--- src/rtl/otter_regfile_mp.sv ---
// Multi-port register file for the pipelined OTTER core: async read ports, two write ports
// (WB pipe + long-latency unit) and a per-register busy scoreboard for hazard stalls.
module otter_regfile_mp #(
    parameter int unsigned XLEN     = 32,
    parameter int unsigned NREG     = 32,
    parameter int unsigned NREAD    = 2,
    parameter int unsigned BYPASS   = 1,
    parameter int unsigned ZERO_REG = 1,
    localparam int unsigned AW      = $clog2(NREG)
) (
    input  logic                  i_clk,
    input  logic                  i_rst_n,
    input  logic [NREAD*AW-1:0]   i_rd_adr,
    output logic [NREAD*XLEN-1:0] o_rd_data,
    output logic [NREAD-1:0]      o_rd_busy,
    input  logic [1:0]            i_wr_en,
    input  logic [2*AW-1:0]       i_wr_adr,
    input  logic [2*XLEN-1:0]     i_wr_data,
    input  logic                  i_sb_set,
    input  logic [AW-1:0]         i_sb_adr,
    output logic                  o_any_busy
);

    logic [XLEN-1:0] r_regs [NREG];
    logic [NREG-1:0] r_busy;
    logic [NREG-1:0] w_busy_d;
    logic [NREG-1:0] w_we0, w_we1, w_set;

    logic [AW-1:0]   w_wa0, w_wa1;
    logic [XLEN-1:0] w_wd0, w_wd1;

    assign w_wa0 = i_wr_adr[AW-1:0];
    assign w_wa1 = i_wr_adr[2*AW-1:AW];
    assign w_wd0 = i_wr_data[XLEN-1:0];
    assign w_wd1 = i_wr_data[2*XLEN-1:XLEN];

    // Per-register decode; addresses >= NREG match no register and are dropped.
    always_comb begin
        w_we0 = '0;
        w_we1 = '0;
        w_set = '0;
        for (int unsigned r = 0; r < NREG; r++) begin
            if (!(ZERO_REG != 0 && r == 0)) begin
                w_we0[r] = i_wr_en[0] && (w_wa0 == AW'(r));
                w_we1[r] = i_wr_en[1] && (w_wa1 == AW'(r));
                w_set[r] = i_sb_set && (i_sb_adr == AW'(r));
            end
        end
        // A new issue to a register outranks the retiring write to it.
        w_busy_d = w_set | (r_busy & ~(w_we0 | w_we1));
    end

    always_ff @(posedge i_clk or negedge i_rst_n) begin
        if (!i_rst_n) begin
            for (int unsigned r = 0; r < NREG; r++) begin
                r_regs[r] <= '0;
            end
            r_busy <= '0;
        end else begin
            for (int unsigned r = 0; r < NREG; r++) begin
                if (w_we1[r]) begin
                    r_regs[r] <= w_wd1;
                end else if (w_we0[r]) begin
                    r_regs[r] <= w_wd0;
                end
            end
            r_busy <= w_busy_d;
        end
    end

    for (genvar g = 0; g < int'(NREAD); g++) begin : g_rd
        logic [AW-1:0]   w_adr;
        logic            w_valid;
        logic            w_zero;
        logic            w_hit0;
        logic            w_hit1;
        logic [XLEN-1:0] w_stored;

        assign w_adr    = i_rd_adr[g*AW +: AW];
        assign w_valid  = {{(32-AW){1'b0}}, w_adr} < NREG;
        assign w_zero   = (ZERO_REG != 0) && (w_adr == '0);
        assign w_hit0   = (BYPASS != 0) && i_wr_en[0] && (w_wa0 == w_adr);
        assign w_hit1   = (BYPASS != 0) && i_wr_en[1] && (w_wa1 == w_adr);
        assign w_stored = w_valid ? r_regs[w_adr] : '0;

        assign o_rd_data[g*XLEN +: XLEN] = (!i_rst_n || !w_valid || w_zero) ? '0 :
                                           w_hit1 ? w_wd1 :
                                           w_hit0 ? w_wd0 : w_stored;

        // A bypassed write delivers the value now, so the consumer need not stall.
        assign o_rd_busy[g] = i_rst_n && w_valid && !w_zero && r_busy[w_adr] &&
                              !(w_hit0 || w_hit1);
    end

    assign o_any_busy = |r_busy;

endmodule

--- config.mk ---
export PLATFORM = sky130hd
export DESIGN_NAME = otter_regfile_mp
export DESIGN_NICKNAME = d
export VERILOG_FILES = /design/src/rtl/otter_regfile_mp.sv
export SDC_FILE = /design/constraint.sdc
export NUM_CORES = 2
export LEC_CHECK = 0
export CAP_MARGIN = 30
export CORE_MARGIN = 1
export CORE_UTILIZATION = 55
export DETAILED_ROUTE_END_ITERATION = 8
export GPL_TIMING_DRIVEN = 0
export PLACE_DENSITY = 0.73
export SLEW_MARGIN = 40
export SYNTH_ARGS = -nofsm -noshare
export SYNTH_HDL_FRONTEND = slang
export SYNTH_SLANG_ARGS = --single-unit
--- constraint.sdc ---
create_clock -name i_clk -period 2.7 [get_ports i_clk]
set_input_delay 0.54 -clock i_clk [delete_from_list [all_inputs] [get_ports i_clk]]
set_output_delay 0.54 -clock i_clk [all_outputs]
set_load 0.05 [all_outputs]
Word-level counts from Yosys, hierarchy flattened --
Cells that the tools add are included.
Storage, ports and cells: register bits 1024, input port bits 94, output and inout bits 67, logic and storage cells 363
Operators by class: magnitude comparators 4, equality and inequality tests 97, muxes and demuxes 78, bitwise logic cells 6, reduce and logical (&&, ||, !) cells 146
Operators by type and width (number):
- 32-bit 2-to-1 mux | 72
- 32-bit binary-select mux with 5-bit select | 2
- 5-bit equality test, second input constant | 48
- 5-bit by 4-bit equality test with 1-bit output, second input constant | 24
- 1-bit logical AND | 103
- 32-bit OR | 2
- 2-bit nonzero test | 31
- 5-bit by 3-bit equality test with 1-bit output, second input constant | 12
- 32-bit AND | 1
- 32-bit inverter | 1
- 32-bit OR reduction | 1
- 5-bit by 2-bit equality test with 1-bit output, second input constant | 6
- 5-bit equality test | 4
- 5-bit by 1-bit equality test with 1-bit output, second input constant | 3
- 6-bit greater-or-equal comparator, second input constant | 2
- 5-bit by 6-bit less-than comparator with 1-bit output, second input constant | 2
- 5-bit inverter with 6-bit output | 2
- 1-bit binary-select mux with 5-bit select | 2
- 5-bit logical NOT | 2
- 1-bit logical NOT | 5
- 1-bit logical OR | 4
- 1-bit 2-to-1 mux | 2

Depth between registers and ports, before layout --
depth in word-level cells 7, gate-level depth with buffers 11, gate-level depth less buffers 6

Worst setup path after synthesis --
OpenSTA, ideal clock, no wires.
path kind input to output, start input i_rd_adr[7], end output o_rd_data[32], arrival 3.031 ns, data required time 2.160 ns, slack -0.871 ns, stages 8, path buffers 3, cells stage by stage buf_4 > clkbuf_1 > nand2_1 > clkbuf_1 > o22ai_1 > nor3_1 > or3_1 > o21ai_0
Between the ends: cells in the longest elaborated chain, start to end 7, elaborated cells between the ends (all ways) 13, those cells by class eq/ne (2); mux (6); bitwise (1); reduce/logical (4)
RTL lines:
- start, declared | line 13 | input logic [NREAD*AW-1:0] i_rd_adr,
- 5-bit inverter with 6-bit output (not written as such) | line 84 | assign w_stored = w_valid ? r_regs[w_adr] : '0;
- 32-bit binary-select mux with 5-bit select | line 84
- 32-bit 2-to-1 mux (not written as such) (2 in a row) | line 84
- 32-bit 2-to-1 mux | line 88 | w_hit0 ? w_wd0 : w_stored;
- 32-bit 2-to-1 mux | line 87 | w_hit1 ? w_wd1 :
- 32-bit 2-to-1 mux * | line 86 | assign o_rd_data[g*XLEN +: XLEN] = (!i_rst_n || !w_valid || w_zero) ? '0 :
- end, declared | line 14 | output logic [NREAD*XLEN-1:0] o_rd_data,
Mark *: on every way between the ends. The rest lies on a longest branch, timed or not. The select of a mux whose other input is x is not followed.

Final worst setup path --
start register r_regs[616] (netlist name), end output o_rd_data[40]
Between the ends: cells in the longest elaborated chain, start to end 6
RTL lines:
- start, declared | line 24 | logic [XLEN-1:0] r_regs [NREG];
- start signal, assigned by index | line 62 | r_regs[r] <= w_wd1;
- start signal, assigned by index | line 64 | r_regs[r] <= w_wd0;
- 32-bit binary-select mux with 5-bit select | line 84
- 32-bit 2-to-1 mux (not written as such) (2 in a row) | line 84
- 32-bit 2-to-1 mux | line 88
- 32-bit 2-to-1 mux | line 87
- 32-bit 2-to-1 mux | line 86
No other way between the ends. The select of a mux whose other input is x is not followed.

==> results.sh <==
export IMPL_ant_nets=0
export IMPL_ir_worst_vdd_mv=0.800
export IMPL_worstSetupPathType="reg -> out"
export IMPL_dpl_cell_area_sq_um=70400
export IMPL_synth_top_area_frac=0.388
export IMPL_maxCapViolCount=0
export IMPL_seq_area_frac_synth=0.388
export IMPL_internal_power_mw=37.4
export IMPL_worst_slack_ns=-1.08
export IMPL_slew_viol_final=0
export IMPL_final_area_sq_um=82200
export IMPL_final_hold_viol_count=10
export IMPL_grt_pass1_vias=63900
export IMPL_synth_most_common_cell="mux2i_1"
export IMPL_switching_share=0.368
export IMPL_cp_arrival_ns=3.24
export IMPL_core_sq_um=119000
export IMPL_routabilityCongestion=1.14
export IMPL_setup_viol=106
export IMPL_clockBufferDepth=3
export IMPL_hold_slack_ns=-0.0338
export IMPL_synth_largest_area_cell="dfrtp_1"
export IMPL_grtUsageTotal=0.586
export IMPL_cts_buffers=117
export IMPL_synthTopCellsByCount="mux2i_1 (1,601), dfrtp_1 (1,023), nor2_1 (637)"
export IMPL_numPlacedInstances=8585
export IMPL_status="complete, but fails checks"
export IMPL_ioPinCount=161
export IMPL_synthMuxAreaShare=0.310
export IMPL_nFillCells=9178
export IMPL_power_density_nw_per_um2=719
export IMPL_startpoint_type="flip-flop"
export IMPL_pwr_share_seq=0.397
export IMPL_period_share=1.40
export IMPL_combPwrFrac=0.312
export IMPL_cts_tree="yes"
export IMPL_critPathMaxFanout=3
export IMPL_die_width_um=349
export IMPL_gr_total_overflow=0
export IMPL_syn2layout_area_growth_pct=24.5
export IMPL_syn_nets=6983
export IMPL_regArea_sq_um=25600
export IMPL_clkPwrFrac=0.292
export IMPL_synthArstFlopShare=1.00
export IMPL_power_leakage_nw=35.9
export IMPL_hold_path_class="in -> async"
export IMPL_wl_per_cell_um=40.7
export IMPL_dp_hpwl_um=275000
export IMPL_root_buffer="clkbuf_16"
export IMPL_grt_start_max_net_pins=106
export IMPL_violations="DRC, hold timing, setup timing"
export IMPL_synth_xor_area_frac=0.00265
export IMPL_ys_ff_latch=1023
export IMPL_via_per_inst=7.53
export IMPL_clk_pin_slew_ns=0.07
export IMPL_clock_fmax_ghz=0.264
export IMPL_multi_input_area_sq_um=40800
export IMPL_antenna_found_initial=19
export IMPL_clk_latency_ns=0.78
export IMPL_tightest_slew_ns=1.02
export IMPL_finClkSkew_ns=0
export IMPL_die_y_um=349
export IMPL_numPortBuffers=79
export IMPL_synthAdderAreaFrac=0
export IMPL_syn_area_sq_um=66000
export IMPL_start_util=0.557
export IMPL_drtIter0Drc=13100
export IMPL_maxSlewHeadroom=0.317
export IMPL_synth_area_top_cells="dfrtp_1 (39%), mux2i_1 (24%), mux4_2 (4.9%)"
export IMPL_htree_levels=3
export IMPL_finalWirelength_um=367000
export IMPL_fin_total_pwr_mw=59.1
export IMPL_synth_main_ff_cell="dfrtp_1"
export IMPL_drc_errors=9
export IMPL_period_needed_ns=3.78
export IMPL_drt_first_pass_iters=9
export IMPL_clock_sinks=1023
export IMPL_drive_gt1_frac=0.236
export IMPL_yosys_warnings=0
export IMPL_end_kind="output port"
export IMPL_dr_total_vias=67800
export IMPL_rows=126
export IMPL_synth_compound_area_frac=0.143
export IMPL_num_nets_final=7390
export IMPL_p_sw_mw=21.8
export IMPL_synth_top_family_by_area="multiplexers"
export IMPL_rsz0062_at_grt="yes"
export IMPL_die_area_sq_um=121000
export IMPL_layout_cells_non_filler=9003
export IMPL_synth_cells=6889
export IMPL_synthSimpleGateAreaFrac=0.0995
export IMPL_syn_area_per_cell_sq_um=9.59
export IMPL_synth_cell_types=55
export IMPL_grt_first_pass_wirelength_um=493000
export IMPL_synth_edf_count=0
export IMPL_worstPathRequired_ns=2.16
kinds of logic after synthesis:
logic type | after synthesis
muxes | 1847
AOI/OAI and AO/OA | 1608
and+or+nand+nor | 1536
DFF | 1023
xor gates and xnor gates | 20
buffers and inverters | 855
cell type report:
type,count,area share
plain buffers,843,0.0737
repair buffers,297,0.0450
clock inverters,40,0.00644
clock buffers,178,0.0421
multi-input cells,5011,0.497
inverters,3,0.000137
flip-flops and latches,1023,0.311
diodes,8,0.000243
well taps,1600,0.0243
routing by layer:
layer / global-route usage / vias to the layer above / share of wire
met1: 0.690 / 32900 / 0.33
met4: 0.535 / 8 / 0.12
li1: - / 25900 / -
met3: 0.273 / 2033 / 0.16
met2: 0.787 / 6915 / 0.39
met5: 0.00880 / - / 0.00050
per-stage QoR:
stage	TNS [ns]	utilization	hold slack [ns]	setup slack, ns
after global placement	-	0.589	0.478	-47.78
after global routing	-49.96	0.694	0.0221	-0.990
after floorplan	-6.13	-	0.244	-0.171
after CTS	-46.09	0.675	0.0121	-0.939
after detailed placement	-1079.66	0.593	0.409	-3.03
final	-54.19	0.694	-0.0338	-1.08
registers in the layout, indices dropped and copies added (netlist names):
register  count
r_busy       31
r_regs      992
critical path: stages, from the launching register on:
cell and delay [ns]:
dfrtp_1 0.44, mux4_2 0.47, mux2_4 0.29, a211oi_4 0.62, nor4_4 0.11, a221o_2 0.35
buf_6 0.16
worst paths after layout:
path | start | to | slack [ns] | cells past startpoint
worst max-delay path | r_regs[616] | o_rd_data[40] | -1.08 | 6
worst min-delay path | i_rst_n | r_regs[921] | -0.03 | 3
worst max register to register | r_regs[806] | r_regs[806] | 1.67 | 4
worst min register to register | r_regs[980] | r_regs[980] | 0.51 | 2
max in group asynchronous | i_rst_n | r_regs[719] | 1.19 | 3
min in group i_clk | i_wr_data[31] | r_regs[639] | 0.17 | 3
power groups by stage:
stage	logic, mW	clock network, mW	registers (mW)
detailed placement	15.0	0	23.2
CTS	16.9	16.9	23.0
global route	19.0	17.5	23.6
floorplan	10.5	0	21.9
finish	18.4	17.3	23.5
global placement	14.3	0	23.1
cell usage in the layout (no fill, tap or decap), types with 53 or more instances in the layout:
cell type / instances
a221o_2: 54
buf_8: 64
mux2_2: 62
dfrtp_1: 1020
mux2i_1: 1555
o21ai_0: 428
buf_4: 164
buf_1: 79
nor3_4: 65
buf_6: 89
clkbuf_1: 336
o22ai_1: 246
nor3_2: 81
nor3_1: 53
mux4_2: 144
clkbuf_2: 107
a21oi_1: 592
buf_2: 118
buf_12: 58
clkbuf_8: 62
buf_16: 54
clkbuf_16: 129
nor2_1: 616
nand2_1: 472
what timing repair did:
item | 4_1_cts | 5_1_grt
buffers inserted | 81 | 97
gates resized for setup | 1449 | 269
setup endpoints to repair | 735 | 180
hold buffers | 7 | 1
hold endpoints to repair | 223 | 19
gates cloned | 11 | 8
pin swaps | 203 | 130
No activity file was read; power rests on OpenSTA's default activity.
